--- config.mk ---
export PLATFORM = sky130hd
export DESIGN_NAME = ro_puf_response_engine
export DESIGN_NICKNAME = d
export VERILOG_FILES = /design/src/rtl/ro_puf_response_engine.sv
export SDC_FILE = /design/constraint.sdc
export NUM_CORES = 1
export LEC_CHECK = 0
export BUFFER_PORTS_ARGS = -buffer_cell sky130_fd_sc_hd__buf_4
export CORE_MARGIN = 1
export CORE_UTILIZATION = 25
export DETAILED_ROUTE_END_ITERATION = 8
export PLACE_DENSITY = 0.42
export SYNTH_ARGS = -nofsm -noshare
export SYNTH_HDL_FRONTEND = slang
export SYNTH_SLANG_ARGS = --single-unit
--- constraint.sdc ---
create_clock -name clk -period 7.6 [get_ports clk]
set_input_delay 0 -clock clk [delete_from_list [all_inputs] [get_ports clk]]
set_output_delay 0 -clock clk [all_outputs]
set_load 0.01 [all_outputs]
--- src/rtl/ro_puf_response_engine.sv ---
// Challenge-driven RO-PUF response engine: for each response bit, enables one oscillator
// pair, counts synchronised rising edges over a fixed window and compares the two counts.
module ro_puf_response_engine #(
  parameter int SEL_W      = 3,
  parameter int CNT_W      = 16,
  parameter int WINDOW     = 1024,
  parameter int SETTLE_CYC = 4,
  parameter int RESP_BITS  = 8
) (
  input  logic                   clk,
  input  logic                   rst,
  input  logic                   start,
  input  logic [SEL_W-1:0]       chal_base,
  input  logic [SEL_W-1:0]       chal_stride,
  input  logic [2**SEL_W-1:0]    ro_in,
  output logic [2**SEL_W-1:0]    ro_enable,
  output logic                   busy,
  output logic                   resp_valid,
  output logic [RESP_BITS-1:0]   response,
  output logic [RESP_BITS-1:0]   tie_mask,
  output logic                   err_stride
);

  localparam int NUM_RO = 2**SEL_W;
  localparam int K_W    = (RESP_BITS > 1) ? $clog2(RESP_BITS) : 1;
  localparam int T_MAX  = (WINDOW > SETTLE_CYC) ? WINDOW : SETTLE_CYC;
  localparam int T_W    = $clog2(T_MAX + 1);
  localparam logic [CNT_W-1:0] CNT_MAX = '1;

  typedef enum logic [2:0] {IDLE, SETTLE, COUNT, COMPARE, DONE} state_t;

  state_t               state_reg, state_next;
  logic [K_W-1:0]       k_reg, k_next;
  logic [T_W-1:0]       timer_reg, timer_next;
  logic [SEL_W-1:0]     a_idx_reg, a_idx_next;
  logic [SEL_W-1:0]     stride_reg, stride_next;
  logic [SEL_W-1:0]     b_idx, b_idx_next;
  logic [CNT_W-1:0]     cnt_a_reg, cnt_a_next;
  logic [CNT_W-1:0]     cnt_b_reg, cnt_b_next;
  logic                 busy_reg, busy_next;
  logic                 resp_valid_reg, resp_valid_next;
  logic                 err_stride_reg, err_stride_next;
  logic [RESP_BITS-1:0] response_reg, response_next;
  logic [RESP_BITS-1:0] tie_mask_reg, tie_mask_next;
  logic [NUM_RO-1:0]    sync1_reg, sync2_reg, sync3_reg;
  logic [NUM_RO-1:0]    edge_det, pair_mask, ro_enable_reg;

  // ro_in is asynchronous: two flops to resolve metastability, third for edge detection
  always_ff @(posedge clk or posedge rst) begin
    if (rst) begin
      sync1_reg <= '0;
      sync2_reg <= '0;
      sync3_reg <= '0;
    end else begin
      sync1_reg <= ro_in;
      sync2_reg <= sync1_reg;
      sync3_reg <= sync2_reg;
    end
  end

  assign edge_det   = sync2_reg & ~sync3_reg;
  assign b_idx      = a_idx_reg + stride_reg;
  assign b_idx_next = a_idx_next + stride_next;

  // Enable mask for the pair that will be active next cycle
  generate
    for (genvar gi = 0; gi < NUM_RO; gi++) begin : g_pair
      assign pair_mask[gi] = (a_idx_next == SEL_W'(gi)) || (b_idx_next == SEL_W'(gi));
    end
  endgenerate

  always_comb begin
    state_next      = state_reg;
    k_next          = k_reg;
    timer_next      = timer_reg;
    a_idx_next      = a_idx_reg;
    stride_next     = stride_reg;
    cnt_a_next      = cnt_a_reg;
    cnt_b_next      = cnt_b_reg;
    busy_next       = busy_reg;
    resp_valid_next = 1'b0;
    err_stride_next = err_stride_reg;
    response_next   = response_reg;
    tie_mask_next   = tie_mask_reg;
    case (state_reg)
      IDLE: begin
        if (start) begin
          if (chal_stride != '0) begin
            a_idx_next      = chal_base;
            stride_next     = chal_stride;
            response_next   = '0;
            tie_mask_next   = '0;
            err_stride_next = 1'b0;
            k_next          = '0;
            timer_next      = '0;
            busy_next       = 1'b1;
            state_next      = SETTLE;
          end else begin
            err_stride_next = 1'b1;
          end
        end
      end
      SETTLE: begin
        cnt_a_next = '0;
        cnt_b_next = '0;
        if (timer_reg == T_W'(SETTLE_CYC - 1)) begin
          timer_next = '0;
          state_next = COUNT;
        end else begin
          timer_next = timer_reg + T_W'(1);
        end
      end
      COUNT: begin
        if (edge_det[a_idx_reg] && (cnt_a_reg != CNT_MAX)) cnt_a_next = cnt_a_reg + CNT_W'(1);
        if (edge_det[b_idx] && (cnt_b_reg != CNT_MAX)) cnt_b_next = cnt_b_reg + CNT_W'(1);
        if (timer_reg == T_W'(WINDOW - 1)) begin
          timer_next = '0;
          state_next = COMPARE;
        end else begin
          timer_next = timer_reg + T_W'(1);
        end
      end
      COMPARE: begin
        response_next[k_reg] = (cnt_a_reg > cnt_b_reg);
        tie_mask_next[k_reg] = (cnt_a_reg == cnt_b_reg);
        if (k_reg == K_W'(RESP_BITS - 1)) begin
          state_next = DONE;
        end else begin
          k_next     = k_reg + K_W'(1);
          a_idx_next = a_idx_reg + SEL_W'(1);
          state_next = SETTLE;
        end
      end
      DONE: begin
        resp_valid_next = 1'b1;
        busy_next       = 1'b0;
        state_next      = IDLE;
      end
      default: state_next = IDLE;
    endcase
  end

  always_ff @(posedge clk or posedge rst) begin
    if (rst) begin
      state_reg      <= IDLE;
      k_reg          <= '0;
      timer_reg      <= '0;
      a_idx_reg      <= '0;
      stride_reg     <= '0;
      cnt_a_reg      <= '0;
      cnt_b_reg      <= '0;
      busy_reg       <= 1'b0;
      resp_valid_reg <= 1'b0;
      err_stride_reg <= 1'b0;
      response_reg   <= '0;
      tie_mask_reg   <= '0;
      ro_enable_reg  <= '0;
    end else begin
      state_reg      <= state_next;
      k_reg          <= k_next;
      timer_reg      <= timer_next;
      a_idx_reg      <= a_idx_next;
      stride_reg     <= stride_next;
      cnt_a_reg      <= cnt_a_next;
      cnt_b_reg      <= cnt_b_next;
      busy_reg       <= busy_next;
      resp_valid_reg <= resp_valid_next;
      err_stride_reg <= err_stride_next;
      response_reg   <= response_next;
      tie_mask_reg   <= tie_mask_next;
      ro_enable_reg  <= ((state_next == SETTLE) || (state_next == COUNT)) ? pair_mask : '0;
    end
  end

  assign ro_enable  = ro_enable_reg;
  assign busy       = busy_reg;
  assign resp_valid = resp_valid_reg;
  assign response   = response_reg;
  assign tie_mask   = tie_mask_reg;
  assign err_stride = err_stride_reg;

endmodule
======== Yosys cells after proc, flatten, opt, wreduce, memory -nomap -nowiden ========
Cells that the tools add are included.
Widths: inputs -> output; s select.
operators by class
  reduce and logical (&&, ||, !) cells .... 27
  add/subtract/negate cells ............... 7
  bitwise operators ....................... 2
  multiplexer cells ....................... 44
  magnitude comparators ................... 5
  equality and inequality tests ........... 31
operators with widths
  cell                   count
  $pmux 16 s2            2
  $mux 11                4
  $mux 3                 14
  $pmux 11 s3            1
  $add 16x1->16 const B  2
  $mux 16                2
  $ne 16x16->1 const B   2
  $pmux 8 s2             2
  $eq 3x3->1 const B     10
  $mux 8                 3
  $eq 3x2->1 const B     7
  $bwmux 8               2
  $eq 16x16->1           1
  $gt 16x16->1           1
  $eq 3x1->1 const B     4
  $lt 3x4->1 const B     3
  $pmux 3 s2             2
  $pmux 3 s4             1
  $add 11x1->11 const B  1
  $eq 11x10->1 const B   1
  $eq 11x2->1 const B    1
  $ne 2x2->1 const B     5
  $logic_not 3->1        3
  $logic_or 1x1->1       9
  other kinds (15)       33
storage, ports and cells
  input port bits ......................... 17
  flip-flop bits (word level) ............. 106
  output and inout bits ................... 27
  logic and storage cells ................. 132

======== Longest topological paths before layout ========
Gate-level depths: netlist of the first run.
  word-level depth ........................ 8
  gate-level depth with buffers ........... 11

======== Worst setup path before layout of the first run ========
Ideal clock, no wire load.
  kind .................................... reg2reg
  from .................................... reg state_reg[2]
  to ...................................... reg ro_enable_reg[1], in the netlist ro_enable[1]
  stages on the path, launching flop included .. 12
  buffers on the path ..................... 2
  arrival time ............................ 2.899 ns
  required time ........................... 7.468 ns
  slack ................................... 4.569 ns
  library setup time ...................... 0.132 ns
  cell sequence ........................... dfrtp_1 -> clkbuf_1 -> nor4b_2 -> nor2b_1 -> buf_2 -> nor2_1 -> a221o_1 -> ha_1 -> fa_1 -> xor2_1 -> xor2_1 -> o22ai_1
between the ends
  word-level cells in the longest chain between the ends .. 6
  elaborated cells on any way between the ends .. 19
  those cells by class .................... add/sub: 1; eq/ne: 7; mux: 8; reduce/logical: 3
ends and longest elaborated chain
  what                                                  RTL line  source
  start, declared                                       32        state_t state_reg, state_next;
  start signal, assigned                                159       state_reg <= state_next;
  $eq 3x2->1 / $logic_not 3->1 (equally long branches)  85        case (state_reg)
  $pmux 3 s2 (*)                                        85
  via a_idx_next[0]                                     35        logic [SEL_W-1:0] a_idx_reg, a_idx_next;
  $add 3x3->3                                           63        assign b_idx_next = a_idx_next + stride_next;
  $eq 3x1->1                                            68        assign pair_mask[gi] = (a_idx_next == SEL_W'(gi)) || (b_idx_next == SEL_W'(gi));
  $logic_or 1x1->1 (*)                                  68
  $mux 8 (*)                                            171       ro_enable_reg <= ((state_next == SETTLE) || (state_next == COUNT)) ? pair_mask : '0;
  end signal, assigned                                  171
  end, declared                                         46        logic [NUM_RO-1:0] edge_det, pair_mask, ro_enable_reg;
The timed path passes the listed nets; every way through them passes the cells marked *.
A chain may end at the register's enable or synchronous reset.

======== Worst setup path after layout of the first run ========
  from .................................... reg state_reg[2]
  to ...................................... reg ro_enable_reg[2], in the netlist ro_enable[2]
between the ends
  word-level cells in the longest chain between the ends .. 6
  elaborated cells on any way between the ends .. 19
  those cells by class .................... add/sub: 1; eq/ne: 7; mux: 8; reduce/logical: 3
ends and longest elaborated chain
  what                                                  RTL line
  $eq 3x2->1 / $logic_not 3->1 (equally long branches)  85
  $pmux 3 s2 (*)                                        85
  via a_idx_next[0]                                     35
  $add 3x3->3                                           63
  $eq 3x2->1                                            68
  $logic_or 1x1->1 (*)                                  68
  $mux 8 (*)                                            171
Marks and branches as above.

==> reports/metrics.csv, run 1 <==
metric;value;unit
wire_per_inst;15.0;um
synth-simple-area-share;21.8;%
ioPinCount;44;
synth_largest_area_cell;dfrtp_1;
rows;53;
cts_resized;0;
clock_sinks;106;
vias;4106;
fin_nets;624;
path_clk_slew;0.07;ns
cp_data_required_time;7.83;ns
synth.most_common_cell;dfrtp_1;
synth-seq-cells;106;
critPathKind;reg -> reg;
fin_ws;3.77;ns
synth.top_cell.area_share;49.3;%
crit_arrival;4.06;ns
layout-drive-gt1-share;14.3;%
rsz0062_at_grt;false;
place_congestion;0.796;
dieArea;0.0221;mm^2
placed_cell_area;0.00598;mm^2
drt_wl_total;12900;um
post_cts_buffers;0;
drc;0;
postCtsHoldBufs;13;
pwr-share-comb;6.9;%
hpwlAfterDp;9270;um
critPathLaunchType;flop;
power_leakage;0.00270;uW
area_growth;18.9;%
synth_common_cells;106 x dfrtp_1, 58 x nand2_1, 48 x nor2_1;
hp-class;in -> reg;
maxCapViolations;0;
synth-main-ff-cell;dfrtp_1;
clkLatencyLatePin;0.35;ns
drtAntennaViolNets;0;
tritoncts;yes;
setup_tns;0;ns
h-tree-depth;3;
slew_violations;0;
tritoncts.num_buffers;9;
grt_pass1_vias;4172;
cts_max_path_buffers;2;
max_slew_margin;37.5;%
syn_area_per_cell;10.1;um^2
synth_area;0.00538;mm^2
die-width;149;um
post-route-cell-area;0.00640;mm^2
synthCells;531;
period_needed;3.83;ns
worstPathMaxFanout;10;
syn-num-nets;574;
p_sw;279;uW
power_frac_seq;52.1;%
muxShareOfSynthArea;2.21;%
hold-worst-slack;0.0318;ns
yosys-top-cells-area;dfrtp_1 49%, ha_1 5.6%, nand2_1 4.0%, xnor2_1 3.7%, nor2_1 3.3%;
ys_seq_area_share;49.3;%
synth_edf_count;0;
synth_adder_area_share;6.32;%
drt_iter0_markers;225;
antenna_cells;0;
ir_worst_vdd;0.103;mV
worst_setup_path_end_kind;flop;
grt_antenna_before_repair;0;
fmax;0.261;GHz
p_sw_share;24.8;%
outcome;completed;
worstMarginPinSlew;0.934;ns
core_area;0.0211;mm^2
cts-root-buf;clkbuf_16;
viasPerCell;4.77;
portBuffers;43;
firstDrtPassIters;5;
intPower;845;uW
powerDensity;176;mW/mm^2
ys_warn_count;0;
async_flop_share;100;%
setup_viol;0;
hold_violations;0;
dp_slack;3.81;ns
clkPwrFrac;41.0;%
synthXorXnorAreaFrac;4.37;%
fill_cells;2187;
clock_skew;0.00515;ns
grt_max_degree;61;
start_util;25.5;%
die_height;149;um
grt_usage;12.5;%
fin_crit_sh;50.4;%
yosysUniqueCellTypes;58;
synth_top_family_by_area;simple AND/OR/NAND/NOR gates;
synth_compound_area_share;12.6;%
grt_first_pass_wirelength;21600;um
grt_overflow;0;
[final timing paths]
path	depth (start not counted)	to	startpoint	slack, ns
worst min-delay path	2	a_idx_reg[0]$_DFF_PP0_	chal_base[0]	0.03
min in group asynchronous	3	sync1_reg[1]$_DFF_PP0_	rst	0.26
worst max-delay path	9	ro_enable[2]$_DFF_PP0_	state_reg[2]$_DFF_PP0_	3.77
max in group asynchronous	4	cnt_b_reg[8]$_DFFE_PP0P_	rst	6.15
worst min register to register	0	sync2_reg[7]$_DFF_PP0_	sync1_reg[7]$_DFF_PP0_	0.35
worst max register to register	9	ro_enable[2]$_DFF_PP0_	state_reg[2]$_DFF_PP0_	3.77
[metrics by stage]
| step | total power, uW | util, % | instances |
|---|---|---|---|
| 2_1_floorplan | 643 | - | 531 |
| 3_3_place_gp | 670 | 28.3 | 832 |
| 3_5_place_dp | 672 | 28.3 | 832 |
| 4_1_cts | 1150 | 30.3 | 861 |
| 5_1_grt | 1180 | 30.3 | 861 |
| 6_report | 1120 | 30.3 | 861 |
[power by group through the flow]
stage / Clock, uW / Combinational [uW] / Sequential [uW]
after global placement: 0 / 72.7 / 598
after CTS: 479 / 79.8 / 586
after detailed placement: 0 / 74.5 / 597
after global routing: 504 / 86.4 / 588
after floorplan: 0 / 46.0 / 597
final: 461 / 77.4 / 586
[worst max-delay path, stage by stage (launching register included)]
cell and delay, ns:
dfrtp_1 0.47, nor4b_2 0.48, nor2b_1 0.69, nor2_1 0.27, a221o_1 0.43, ha_1 0.24
fa_1 0.37, xor2_1 0.27, xor2_1 0.34, o22ai_1 0.15
[placed cells by master, fill, tap and decap left out, types with 5 or more instances in the layout]
cell type and count:
a22o_1 15, ha_1 24, nor4_1 12, and2_1 6, nand3_1 21, a31oi_1 8
nand2b_1 7, clkbuf_16 9, mux2_2 5, buf_4 46, xnor2_1 23, nor3_1 17
o21ai_0 21, nor2b_1 6, nand4_1 8, o22ai_1 6, dfrtp_1 106, and3_1 7
nor3b_1 8, nor2_1 48, dlygate4sd3_1 13, a21o_1 7, inv_1 23, nand2_1 58
a21oi_1 16
[logic make-up (layout without fill, tap and decap cells)]
group | count (synthesis) | count (layout)
simple gates | 223 | 223
xor+xnor | 26 | 26
mux | 10 | 10
flops | 106 | 106
buf+inv | 44 | 99
fa+ha+maj | 26 | 26
compound gates | 96 | 96
[cell type report]
cell class / count / area [um^2] / area share (%)
inverter: 24 / 92.6 / 1.45
sequential: 106 / 2650 / 41.5
multi-input combinational: 381 / 2540 / 39.8
clock buffer: 10 / 239 / 3.74
tap: 275 / 344 / 5.38
clock inverter: 6 / 48.8 / 0.763
timing repair buffer: 59 / 475 / 7.43
[metal layers]
metal	up-vias	wire length, um	GRT usage [%]	part of all wire [%]
met4	0	154	3.92	1.2
met5	-	0	0	0
met2	77	6040	20.0	47
met3	12	417	2.67	3.2
li1	2005	-	-	-
met1	2012	6270	16.8	49
Note: power is estimated with default switching activity, not from simulation.
==> run 2, diff against run 1 <==
- clock period: 7.6 -> 3.9 ns (I/O delays scaled with it)
==> run 2 against run 1 <==
Clock-buffer cell count down 1; power up 97%; die area unchanged; final area up 0.37%; register-to-register slack worse by 3.3 ns; combinational power up 98%; core utilization up 0.11 points; critical path type unchanged; worst hold slack worse by 0.00086 ns; sequential power up 95%.
==> reports/metrics.csv, run 2 (same netlist as run 1, synthesis figures left out) <==
metric;value;unit
vias;4046;
drt_wl_total;12700;um
firstDrtPassIters;4;
portBuffers;43;
clock_sinks;106;
grt_usage;12.5;%
antenna_cells;0;
layout_commonest_cell;dfrtp_1;
maxCapViolations;0;
critPathKind;reg -> reg;
outcome;completed;
r2r_slack;0.47;ns
p_sw;573;uW
path_clk_slew;0.08;ns
area_growth;19.3;%
dieArea;0.0221;mm^2
fmax;0.292;GHz
min_to;a_idx_reg[0]$_DFF_PP0_;
post-route-util;30.4;%
slew_violations;0;
wire_per_inst;14.7;um
r2r_cells;10;
fin_nets;626;
register_area;0.00265;mm^2
ir_worst_vdd;0.202;mV
power_frac_seq;51.5;%
drtAntennaViolNets;0;
cp_data_required_time;4.14;ns
grt_antenna_before_repair;0;
viasPerCell;4.69;
post_cts_buffers;0;
fin_ws;0.472;ns
ioPinCount;44;
postCtsHoldBufs;13;
crit_arrival;3.66;ns
tritoncts;yes;
layout-drive-gt1-share;14.6;%
cts_max_path_buffers;2;
grt_pass1_vias;4155;
setup_tns;0;ns
intPower;1640;uW
p_sw_share;25.8;%
worstPathMaxFanout;14;
core_area;0.0211;mm^2
hp-class;in -> reg;
start_util;25.5;%
power_leakage;0.00271;uW
power.total;2220;uW
hpwlAfterDp;9310;um
hold-worst-slack;0.0310;ns
powerDensity;345;mW/mm^2
setup_viol;0;
crit_path_start;k_reg[0]$_DFFE_PP0P_;
worstMarginPinSlew;0.924;ns
period_needed;3.43;ns
tritoncts.num_buffers;9;
cts_resized;0;
drt_iter0_markers;243;
dp_slack;0.512;ns
grt_first_pass_wirelength;21500;um
final_cell_mix;106 x dfrtp_1, 58 x nand2_1, 48 x nor2_1, 48 x buf_4, 24 x ha_1;
rsz0062_at_grt;false;
drc;0;
clkPwrFrac;41.6;%
multiInputGateArea;0.00254;mm^2
hold_violations;0;
h-tree-depth;3;
place_congestion;0.816;
max_slew_margin;38.2;%
fill_cells;2210;
grt_overflow;0;
pwr-share-comb;6.9;%
clkLatencyLatePin;0.36;ns
die-width;149;um
die_height;149;um
rows;53;
critPathLaunchType;flop;
clock_skew;0.00928;ns
cts-root-buf;clkbuf_16;
rr_startpoint;k_reg[0]$_DFFE_PP0P_;
min_from;chal_base[0];
worst_setup_path_end_kind;flop;
fin_crit_sh;87.9;%
hold_depth;2;
grt_max_degree;46;
r2r-end;ro_enable[1]$_DFF_PP0_;
[run 2: cell types whose count changed in the layout (fill, tap and decap cells not counted), sizes merged]
| cell | change |
|---|---|
| buf | +2 |
| inv | +2 |
| clkbuf | -1 |
| clkinvlp | -1 |
[run 2: worst max-delay path by stage]
| stage | to | depth (start not counted) |
|---|---|---|
| 6_report | ro_enable[1]$_DFF_PP0_ | 10 |
| 5_1_grt | ro_enable[1]$_DFF_PP0_ | 10 |
| 4_1_cts | ro_enable[1]$_DFF_PP0_ | 10 |
| 3_5_place_dp | ro_enable[2]$_DFF_PP0_ | 10 |
| 3_3_place_gp | ro_enable[1]$_DFF_PP0_ | 10 |
| 2_1_floorplan | ro_enable[1]$_DFF_PP0_ | 11 |
[run 2: worst max-delay path, cell delays in order, from the launching register on]
cell	delay (ns)
dfrtp_1	0.52
ha_1	0.28
ha_1	0.23
nor2_1	0.30
nor2_1	0.18
a221o_1	0.40
ha_1	0.24
fa_1	0.38
xor2_1	0.30
xor2_1	0.32
o22ai_1	0.15
[run 2: area by class of cell]
| type | count | area share [%] |
|---|---|---|
| Clock buffer | 9 | 3.51 |
| Inverter | 24 | 1.44 |
| Clock inverter | 7 | 1.11 |
| Multi-Input combinational cell | 381 | 39.6 |
| Timing Repair Buffer | 61 | 7.64 |
| Sequential cell | 106 | 41.3 |
| Tap cell | 275 | 5.36 |
[run 2: power groups by stage]
stage / combinational [uW] / clock, uW / sequential [uW]
3_3_place_gp: 143 / 0 / 1160
2_1_floorplan: 89.7 / 0 / 1160
3_5_place_dp: 146 / 0 / 1160
6_report: 153 / 922 / 1140
5_1_grt: 170 / 1000 / 1150
4_1_cts: 157 / 960 / 1140
[run 2: metal layers]
metal	part of all wire (%)	GRT usage (%)
met1	49	16.3
met2	47	20.5
met3	3.8	3.28
met4	0.90	2.84
met5	0	0
[run 2: metrics by stage]
step | instances | area (um^2)
floorplan | 531 | 5380
global route | 863 | 6420
finish | 863 | 6420
global placement | 834 | 5990
detailed placement | 834 | 5990
CTS | 863 | 6420
==> run 3, diff against run 2 <==
==> constraint.sdc (replaced) <==
create_clock -name clk -period 3.9 [get_ports clk]
set_input_delay 0.195 -clock clk [delete_from_list [all_inputs] [get_ports clk]]
set_output_delay 0.195 -clock clk [all_outputs]
set_load 0.01 [all_outputs]
==> run 3 against run 2 <==
Setup slack got worse by 0.015 ns; non-clock buffer count fell by 6; cell count fell by 0.70%.
==> reports/metrics.csv, run 3 (same netlist as run 1, synthesis figures left out) <==
metric;value;unit
hp-class;in -> async;
setup_tns;0;ns
maxCapViolations;0;
die_height;149;um
setup_viol;0;
antenna_cells;0;
drt_wl_total;12700;um
power_leakage;0.00270;uW
grt_first_pass_wirelength;21500;um
portBuffers;43;
cts_max_path_buffers;2;
cts-root-buf;clkbuf_16;
fmax;0.290;GHz
post-route-cell-area;0.00636;mm^2
drtAntennaViolNets;0;
routed.top_layer;met4;
grt_overflow;0;
rows;53;
hold_violations;0;
powerDensity;348;mW/mm^2
fin_nets;620;
viasPerCell;4.72;
fill_cells;2198;
r2r_cells;10;
hpwlAfterDp;9130;um
worst_setup_path_end_kind;flop;
grt_pass1_vias;4153;
start_util;25.5;%
grt_max_degree;79;
post_cts_buffers;0;
core_area;0.0211;mm^2
worstMarginPinSlew;1.02;ns
route.met2.wl;5740;um
max_slew_margin;32.0;%
place_congestion;0.815;
dp_slack;0.488;ns
clock_skew;0.0169;ns
grt_usage;12.4;%
wl_met3;371;um
wl_met1;6420;um
placed_cell_area;0.00599;mm^2
crit_arrival;3.67;ns
fin_crit_sh;88.3;%
place_inst;833;
period_needed;3.44;ns
rr_startpoint;k_reg[0]$_DFFE_PP0P_;
instances_no_fill;857;
final_cell_mix;106 x dfrtp_1, 58 x nand2_1, 48 x nor2_1, 47 x buf_4, 24 x ha_1;
drt_iter0_markers;294;
critPathKind;reg -> reg;
tritoncts.num_buffers;9;
layout-drive-gt1-share;14.6;%
firstDrtPassIters;5;
register_area;0.00265;mm^2
ioPinCount;44;
path_clk_slew;0.09;ns
slew_violations;0;
die-width;149;um
ir_worst_vdd;0.222;mV
grt_antenna_before_repair;0;
hold-worst-slack;0.0101;ns
cp_data_required_time;4.13;ns
crit_path_start;k_reg[0]$_DFFE_PP0P_;
fin_ws;0.458;ns
drc;0;
tritoncts;yes;
clkLatencyLatePin;0.36;ns
rsz0062_at_grt;false;
multiInputGateArea;0.00254;mm^2
worstPathMaxFanout;14;
clock_sinks;106;
h-tree-depth;3;
outcome;completed;
vias;4048;
critPathLaunchType;flop;
layout_commonest_cell;dfrtp_1;
area_growth;18.2;%
dieArea;0.0221;mm^2
wire_per_inst;14.8;um
run 3: layout make-up:
class | count | area share (%)
timing repair buffer | 55 | 6.81
clock inverter | 7 | 1.08
sequential | 106 | 41.7
inverter | 24 | 1.46
clock buffer | 9 | 3.54
tap | 275 | 5.41
multi-input combinational | 381 | 40.0
run 3: final timing paths:
path	end	slack, ns
worst min register to register	sync2_reg[4]$_DFF_PP0_	0.35
worst max-delay path	ro_enable[1]$_DFF_PP0_	0.46
worst max register to register	ro_enable[1]$_DFF_PP0_	0.46
worst min-delay path	cnt_a_reg[11]$_DFFE_PP0P_	0.01
min in group clk	stride_reg[0]$_DFF_PP0_	0.14
max in group asynchronous	a_idx_reg[2]$_DFF_PP0_	2.94
run 3: routing by layer:
layer | global-route usage, % | up-vias
met4 | 4.74 | 0
met3 | 1.99 | 14
met5 | 0 | -
met1 | 17.4 | 1995
met2 | 19.1 | 52
li1 | - | 1987
run 3: worst max-delay path: stages (launching register included):
cell and delay [ns]:
dfrtp_1 0.53, ha_1 0.28, ha_1 0.23, nor2_1 0.30
nor2_1 0.18, a221o_1 0.40, ha_1 0.24, fa_1 0.38
xor2_1 0.29, xor2_1 0.32, o22ai_1 0.15
run 3: where the power goes:
group / leakage (uW) / internal, uW / switching, uW / total, uW
Sequential: 0.00133 / 1130 / 17.2 / 1140
Clock: 0.000146 / 454 / 469 / 923
Combinational: 0.00122 / 62.2 / 86.0 / 148
run 3: what timing repair did:
action / in CTS / in global routing
hold buffers: 8 / 0
gates resized for setup: 0 / 0
hold endpoints to repair: 8 / 0
run 3: per-stage QoR:
step,total power [uW],util (%)
4_1_cts,2250,30.2
3_3_place_gp,1310,28.4
2_1_floorplan,1250,-
5_1_grt,2310,30.2
3_5_place_dp,1310,28.4
6_report,2210,30.2
